--- src/rtl/rr_arbiter_4.sv ---
// rr_arbiter_4: four-requester round-robin arbiter driving a shared 4:1 data path.
//
// Ports:
//   clk   - sole clock, all state updates on the rising edge
//   rst   - synchronous, active-high reset
//   req   - request lines, req[k] high means requester k wants the data path
//   i0-i3 - requester data lines
//   gnt   - registered one-hot grant, zero when idle
//   sel   - registered index of the current owner (holds its value while idle)
//   y     - selected data line, i[sel] while busy, 0 while idle
//   busy  - high while any grant is active (|gnt)
//   tout  - one-cycle pulse when a grant is revoked by the hold timeout
//
// Parameter:
//   MAX_HOLD - maximum consecutive grant cycles per owner (2..255), used only
//              when the timeout feature is compiled in.
//
// Build option:
//   ARB_TIMEOUT_EN - when defined, an 8-bit hold counter revokes a grant after
//                    MAX_HOLD cycles; when undefined, grants are held
//                    indefinitely and tout is tied low.

module rr_arbiter_4 #(
    parameter int unsigned MAX_HOLD = 8
) (
    input  logic       clk,
    input  logic       rst,
    input  logic [3:0] req,
    input  logic       i0,
    input  logic       i1,
    input  logic       i2,
    input  logic       i3,
    output logic [3:0] gnt,
    output logic [1:0] sel,
    output logic       y,
    output logic       busy,
    output logic       tout
);

    if (MAX_HOLD < 2 || MAX_HOLD > 255) begin : g_bad_max_hold
        $error("rr_arbiter_4: MAX_HOLD must be within 2..255");
    end

    typedef enum logic [0:0] {
        StIdle,
        StGrant
    } state_e;

    state_e     state_q, state_d;
    logic [3:0] gnt_q,   gnt_d;
    logic [1:0] sel_q,   sel_d;
    logic [1:0] ptr_q,   ptr_d;

    // High when the owner gives up or loses the grant at this edge.
    logic       release_now;
    logic       revoke_now;
    logic [2:0] pick;
    logic [1:0] next_base;

    // Returns {found, index} of the first set mask bit in the order
    // base, base+1, base+2, base+3 (mod 4).
    function automatic logic [2:0] rr_pick(input logic [3:0] mask, input logic [1:0] base);
        logic [1:0] cand;
        logic [2:0] res;
        res = 3'b000;
        for (int k = 0; k < 4; k++) begin
            cand = base + 2'(k);
            if (!res[2] && mask[cand]) begin
                res = {1'b1, cand};
            end
        end
        return res;
    endfunction

    function automatic logic [3:0] onehot(input logic [1:0] idx);
        return 4'b0001 << idx;
    endfunction

`ifdef ARB_TIMEOUT_EN
    logic [7:0] hold_q, hold_d;
    logic       tout_q, tout_d;
    logic       hold_expired;

    // Counter starts at 0 on the grant edge, so reaching MAX_HOLD-1 means the
    // owner has seen MAX_HOLD grant cycles by the coming edge.
    assign hold_expired = (hold_q == 8'(MAX_HOLD - 1));
`endif

    assign next_base = sel_q + 2'd1;

    always_comb begin
        state_d     = state_q;
        gnt_d       = gnt_q;
        sel_d       = sel_q;
        ptr_d       = ptr_q;
        release_now = 1'b0;
        revoke_now  = 1'b0;
        pick        = 3'b000;
`ifdef ARB_TIMEOUT_EN
        hold_d      = hold_q;
        tout_d      = 1'b0;
`endif

        case (state_q)
            StIdle: begin
                pick = rr_pick(req, ptr_q);
                if (pick[2]) begin
                    state_d = StGrant;
                    gnt_d   = onehot(pick[1:0]);
                    sel_d   = pick[1:0];
`ifdef ARB_TIMEOUT_EN
                    hold_d  = 8'd0;
`endif
                end
            end

            StGrant: begin
                if (!req[sel_q]) begin
                    release_now = 1'b1;
                end
`ifdef ARB_TIMEOUT_EN
                else if (hold_expired) begin
                    revoke_now = 1'b1;
                    tout_d     = 1'b1;
                end
`endif

                if (release_now || revoke_now) begin
                    ptr_d = next_base;
                    // The outgoing owner is excluded from this round.
                    pick  = rr_pick(req & ~onehot(sel_q), next_base);
                    if (pick[2]) begin
                        gnt_d = onehot(pick[1:0]);
                        sel_d = pick[1:0];
`ifdef ARB_TIMEOUT_EN
                        hold_d = 8'd0;
`endif
                    end else if (revoke_now) begin
                        // Timed-out owner is the only requester: keep it, restart the count.
`ifdef ARB_TIMEOUT_EN
                        hold_d = 8'd0;
`endif
                    end else begin
                        state_d = StIdle;
                        gnt_d   = 4'b0000;
                    end
                end else begin
`ifdef ARB_TIMEOUT_EN
                    hold_d = hold_q + 8'd1;
`endif
                end
            end

            default: begin
                state_d = StIdle;
                gnt_d   = 4'b0000;
            end
        endcase
    end

    always_ff @(posedge clk) begin
        if (rst) begin
            state_q <= StIdle;
            gnt_q   <= 4'b0000;
            sel_q   <= 2'b00;
            ptr_q   <= 2'b00;
`ifdef ARB_TIMEOUT_EN
            hold_q  <= 8'd0;
            tout_q  <= 1'b0;
`endif
        end else begin
            state_q <= state_d;
            gnt_q   <= gnt_d;
            sel_q   <= sel_d;
            ptr_q   <= ptr_d;
`ifdef ARB_TIMEOUT_EN
            hold_q  <= hold_d;
            tout_q  <= tout_d;
`endif
        end
    end

`ifdef ARB_TIMEOUT_EN
    assign tout = tout_q;
`else
    assign tout = 1'b0;
`endif

    assign gnt  = gnt_q;
    assign sel  = sel_q;
    assign busy = |gnt_q;

    logic y_mux;

    always_comb begin
        y_mux = 1'b0;
        case (sel_q)
            2'd0:    y_mux = i0;
            2'd1:    y_mux = i1;
            2'd2:    y_mux = i2;
            default: y_mux = i3;
        endcase
    end

    assign y = busy ? y_mux : 1'b0;

endmodule

--- config.mk ---
export PLATFORM = sky130hd
export DESIGN_NAME = rr_arbiter_4
export DESIGN_NICKNAME = d
export VERILOG_FILES = /design/src/rtl/rr_arbiter_4.sv
export SDC_FILE = /design/constraint.sdc
export NUM_CORES = 1
export LEC_CHECK = 0
export CORE_ASPECT_RATIO = 0.9
export CORE_MARGIN = 2
export CORE_UTILIZATION = 45
export CTS_CLUSTER_DIAMETER = 120
export DETAILED_ROUTE_END_ITERATION = 6
export GPL_ROUTABILITY_DRIVEN = 0
export GPL_TIMING_DRIVEN = 0
export PLACE_DENSITY = 0.73
export SLEW_MARGIN = 20
export SYNTH_ARGS = -nofsm -noshare
export SYNTH_HDL_FRONTEND = slang
export SYNTH_SLANG_ARGS = --single-unit
export TNS_END_PERCENT = 10
--- constraint.sdc ---
create_clock -name clk -period 2.9 [get_ports clk]
set_input_delay 0.58 -clock clk [delete_from_list [all_inputs] [get_ports clk]]
set_output_delay 0.58 -clock clk [all_outputs]
set_load 0.1 [all_outputs]
==> results of run 1 <==
-- worst max path at each step --
stage          endpoint           startpoint  cells after the start  slack [ps]
3_5_place_dp          y                   i1                      5        -320
5_1_grt               y  sel[0]$_SDFFE_PP0P_                      7          40
3_3_place_gp          y                   i1                      5        -320
6_report              y  sel[0]$_SDFFE_PP0P_                      7         150
2_1_floorplan         y  sel[0]$_SDFFE_PP0P_                      6         130
4_1_cts               y  sel[0]$_SDFFE_PP0P_                      7         130
-- cells by family after synthesis --
family	Yosys count	share of synthesized area
buf+inv	10	0.06260
fa+ha+maj	4	0.06260
simple gates	39	0.2817
compound gates	34	0.3349
mux	1	0.02817
other cells	1	0.004690
flops	9	0.2253
-- metal layers --
| metal | vias to the layer above | track usage |
|---|---|---|
| li1 | 394 | - |
| met2 | 23 | 0.3556 |
| met3 | 9 | 0.04483 |
| met4 | 0 | 0.1200 |
| met1 | 375 | 0.2331 |
| met5 | - | 0 |
-- cell type report --
cell class | count | area, sq um
Buffer | 3 | 23.77
Sequential cell | 9 | 180.2
Tap cell | 24 | 30.03
Clock buffer | 4 | 26.28
Inverter | 7 | 26.28
Fill cell | 158 | 641.9
Multi-Input combinational cell | 79 | 574.3
Timing Repair Buffer | 16 | 161.4
-- sequential cells by signal (all words and copies together) (netlist names) --
name,cells
gnt,4
ptr_q,2
sel,2
state_q,1
-- layout by cell type, fill, tap and decap left out, drive strengths merged, types with 5 or more instances in the layout --
cell type / count
nor2: 15
clkdlybuf4s50: 15
a21oi: 10
dfxtp: 9
inv: 7
nand2b: 7
o21ai: 5
clkbuf: 5
-- power breakdown --
part | switching, mW | leakage, nW | internal (mW)
Combinational | 0.290 | 0.339 | 0.142
Clock | 0.0486 | 0.0150 | 0.0533
Sequential | 0.0207 | 0.0746 | 0.142
Total | 0.359 | 0.429 | 0.337
-- worst register-to-register path: cells and delay by family (launching register included) --
| family | cells | cell delay [ps] |
|---|---|---|
| compound gates | 3 | 700 |
| fa+ha+maj | 1 | 210 |
| buf+inv | 2 | 220 |
| flops | 1 | 390 |
| simple gates | 2 | 540 |
==> impl_results.md, run 1 <==
- CTS tree: done
- CP arrival: 2170 ps
- PortBufs: 16
- Post-DP Area: 994.7 sq um
- Final wirelength: 1915 microns
- Final Skew: 0.6645 ps
- Max Clock Freq: approximately 360 MHz
- Layout cells sized above 1: 0.2034
- Hold Path End: gnt[3]$_SDFFE_PP0P_
- DR iter-0 viols: 30
- Share of the synthesized area in the top cell type: 0.2254
- Setup WS post-layout: 152.3 ps
- Clk buf depth: 2
- Core Footprint: 0.001664 sq mm
- Util after Layout: 0.6143
- Pwr Total: just under 0.7 mW
- CP top delay family: buffers and inverters
- Final setup fails: 0
- Dominant cells by area after synthesis: dfxtp_1, nor2_1, ha_1, a21oi_1, nand2b_1
- Final Hold Fails: 0
- Max VDD drop: about 0.43 mV
- Uppermost layer routed: met4
- Most used DFF post-synth: dfxtp_1
- Chip height: 43.99 microns
- Initial antenna violation count: 0
- Synthesized instance count: 98
- Via count: approximately 800
- Total GRT Usage: 0.2031
- Row cnt: 14
- Max-Cap Viols: 0
- Initial Util: 0.4805
- Buffers & Inverters on Critical Path: 3
- Wire length on met1: 843 microns
- Post-Place Worst Slack: -319.4 ps
- Metal2 WL: 916 microns
- Netlist area before placement: between 700 and 800 sq um
- Most frequent cell after synthesis: nor2_1
- Vias in the first global route: 772
- Crit Path Class: reg2out
- Commonest cells in the netlist: nor2_1, a21oi_1, dfxtp_1, inv_1, nand2b_1
- Post-CTS Setup Bufs: 0
- First-pass GRT wire length: 3284 microns
- Crit path launch type: register
- RSZ-0062 raised after global routing: false
- Reg2reg end: gnt[2]$_SDFFE_PP0P_
- Layout Nets: ~130
- Placed insts: roughly 140
- Crit end category: primary output
- Clock latency on the worst-skew pair: about 270 ps
- Final Instance Count excl. Fillers: 142
- Vias per inst: 5.641
- Hold Crit Class: reg2reg
- R2R Path Start: sel[0]$_SDFFE_PP0P_
- Pre-antenna DRT Iters: 4
- Area grow syn2layout: 27.86%
- H-tree Lvls: 1
- GRT overflow: 0
- DR WL met3: 88 microns
- R2R Setup Slk: around 760 ps
- Avg Inst Size Synth: just over 8 sq um
- Cell Chain, Critical Path: buf_6 -> inv_1 -> ha_1 -> a222oi_1 -> o21ai_0 -> and2_2 -> clkdlybuf4s15_2
- Syn nets: 112
- Post-synth EDFFs: 0
- Slowest CP cell: clkdlybuf4s15_2
- Die X: around 48 microns
- FFs w/ async S/R, synth: 0
- Leak: 0.4289 nW
- Reg2reg path depth: 8
- YS warnings: 0
- CTS resizes: 3
- Leading area contributor after synthesis: dfxtp_1
- Fin area: 0.001022 sq mm
- Cts hold-fix bufs: 0
- Worst Hold Depth: 2
- I/O pins: 19
- Worst EP required: 2320 ps
- Period minus WS final: 2748 ps
- Root Driver: clkbuf_4
- Seq cells post-synth: 9
- Max-Slew Margin vs Limit: 0.3518
- HPWL after DPL: 1497 microns
- Ant diodes: 0
- Largest net degree at the start of global routing: 10
- Status: finished clean
- Cts bufs inserted: 3
- Worst slew pin tran: 969.3 ps
- Reg clk slew, reported paths: about 60 ps
- Unique masters post-synth: 39
- Crit share post-route: 0.9475
- Hold_sp: gnt[3]$_SDFFE_PP0P_
- Post-synthesis sequential area ratio: 0.2254
- Die area: 0.002130 sq mm
- Crit-path max cell delay: 460 ps
- Remaining antenna violation count: 0
- PwrDens: 680.6 mW/mm^2
- Drt drc: 0
- Crit Path Max Fanout: 8
- Routed len/inst: between 10 and 15 microns
- Slew Limit Fails: 0
- Clock Sinks: 9
- Setup_tns: 0 ps
- Worst hold margin: 531.9 ps
(Power assumes the default switching activity.)
==> inputs of run 2 (changes only) <==
ABC_CLOCK_PERIOD_IN_PS = 2900   (was default)
CORE_UTILIZATION = 52   (was 45)
PLACE_DENSITY = 0.83   (was 0.73)
==> run 2 against run 1 <==
  * Critical path depth is the same
  * Setup slack gained 67 ps
  * Global-route usage increased by 3.5 points
  * Die area decreased by 12%
  * Register-to-register slack improved by 100 ps
  * Total power fell by 0.75%
  * Core utilization grew 8.0 points
  * First-iteration DRC count fell by 47%
  * Final cell count shrank 6.3%
  * Wire length down 2.3%
  * Combinational power decreased by 1%
  * Clock skew is 5.7 ps higher
  * Critical path type unchanged
  * Largest cell class unchanged
==> impl_results.md, run 2 (synthesis gave the netlist of run 1 again) <==
- Status: finished clean
- Root Driver: clkbuf_4
- DR iter-0 viols: 16
- Grt met3 use: 0.05286
- Final Skew: 6.325 ps
- Pre-antenna DRT Iters: 4
- RSZ-0062 raised after global routing: false
- Max FFs per register: 4
- Routed len/inst: 14.06 microns
- Met1 Use GR: 0.2675
- Layout Nets: 133
- CTS tree: done
- Crit Path Class: reg2out
- Vias per inst: 5.887
- Row cnt: 13
- PortBufs: 16
- Worst hold margin: ~530 ps
- PwrDens: 687.3 mW/mm^2
- Layout cells sized above 1: 0.2034
- Max-Cap Viols: 0
- Worst slew pin tran: around 970 ps
- Leak: 0.4290 nW
- Area grow syn2layout: 25.66%
- Clk buf depth: 2
- Die X: 45.33 microns
- CP arrival: 2100 ps
- Slew Limit Fails: 0
- Initial Util: 0.5523
- Internal power: 0.3336 mW
- Crit path launch type: register
- Core Footprint: 0.001448 sq mm
- H-tree Lvls: 1
- Clock group share of total power: 0.150
- Crit Path Max Fanout: 8
- Clock latency on the worst-skew pair: between 200 and 300 ps
- Reg clk slew, reported paths: 70 ps
- Crit share post-route: 0.9244
- NetSw: 0.3569 mW
- Clock Sinks: 9
- Worst EP required: 2320 ps
- Final setup fails: 0
- Sw Ratio: 0.5168
- Post-CTS Setup Bufs: 0
- Most frequent cells in the layout: nor2_1, clkdlybuf4s50_1, a21oi_1, dfxtp_1, inv_1
- Hold Crit Class: reg2reg
- GR Util met2: 0.4179
- Die area: approximately 0.0019 sq mm
- Final wirelength: 1870 microns
- Chip height: a little over 40 microns
- Ant diodes: 0
- Via count: 783
- Crit end category: primary output
- Remaining antenna violation count: 0
- Drt drc: 0
- I/O pins: 19
- Period minus WS final: 2681 ps
- Grt peak-use layer: met2
- First-pass GRT wire length: 2987 microns
- Largest net degree at the start of global routing: 10
- Total GRT Usage: 0.2382
- Max Clock Freq: between 300 and 400 MHz
- Cts hold-fix bufs: 0
- Max VDD drop: 0.3811 mV
- GRT overflow: 0
- Vias in the first global route: 686
- Max-Slew Margin vs Limit: 0.3520
- Util after Layout: 0.6940
- Sequential share of power: 0.234
- Final Hold Fails: 0
- Initial antenna violation count: 0
- Cts bufs inserted: 3
- HPWL after DPL: around 1500 microns
- Combinational power share: 0.616
-- run 2: what timing repair did --
item	CTS	global route
setup endpoints to repair	1	1
gates resized for setup	1	2
gates cloned	0	0
-- run 2: routing by layer --
metal | vias to the layer above | wire length [microns]
met3 | 5 | 70
met4 | 0 | 40
met1 | 367 | 856
met5 | - | 0
met2 | 12 | 902
li1 | 399 | -
-- run 2: power groups by stage --
stage                     Sequential (mW)  Combinational, mW  Clock [mW]
after floorplan                     0.258              0.244           0
after global placement              0.163              0.422           0
after detailed placement            0.165              0.428           0
after CTS                           0.162              0.426       0.102
after global routing                0.165              0.453       0.109
final                               0.162              0.425       0.104
-- run 2: layout make-up --
| type | instances | area (sq um) |
|---|---|---|
| Inverter | 7 | 26.28 |
| Multi-Input combinational cell | 79 | 574.3 |
| Timing Repair Buffer | 16 | 155.1 |
| Clock buffer | 4 | 26.28 |
| Tap cell | 15 | 18.77 |
| Fill cell | 130 | 442.9 |
| Buffer | 3 | 23.77 |
| Sequential cell | 9 | 180.2 |
-- run 2: final timing paths --
path | to | cells past startpoint | from | slack (ps)
setup / recovery | y | 7 | sel[0]$_SDFFE_PP0P_ | 220
hold / removal | gnt[2]$_SDFFE_PP0P_ | 2 | gnt[2]$_SDFFE_PP0P_ | 530
setup reg to reg | sel[1]$_SDFFE_PP0P_ | 8 | sel[0]$_SDFFE_PP0P_ | 860
hold reg to reg | gnt[2]$_SDFFE_PP0P_ | 2 | gnt[2]$_SDFFE_PP0P_ | 530
-- run 2: per-stage QoR --
stage / power [mW] / setup TNS, ps / cells / worst slack (ps) / instance area, sq um
after floorplan: 0.5025 / 0 / 98 / 133.6 / 804.5
after global placement: 0.5857 / -311.1 / 129 / -311.1 / 983.4
after detailed placement: 0.5926 / -278.7 / 129 / -278.7 / 983.4
after CTS: 0.6901 / 0 / 133 / 5.475 / 1008
after global routing: 0.7272 / 0 / 133 / 61.78 / 1005
final: 0.6906 / 0 / 133 / 219.4 / 1005
-- run 2: critical path: stages, from the launching register on --
cell,delay [ps]
dfxtp_1,400
buf_6,160
inv_1,60
ha_1,210
a222oi_1,290
o21ai_0,140
and2_2,200
clkbuf_2,360
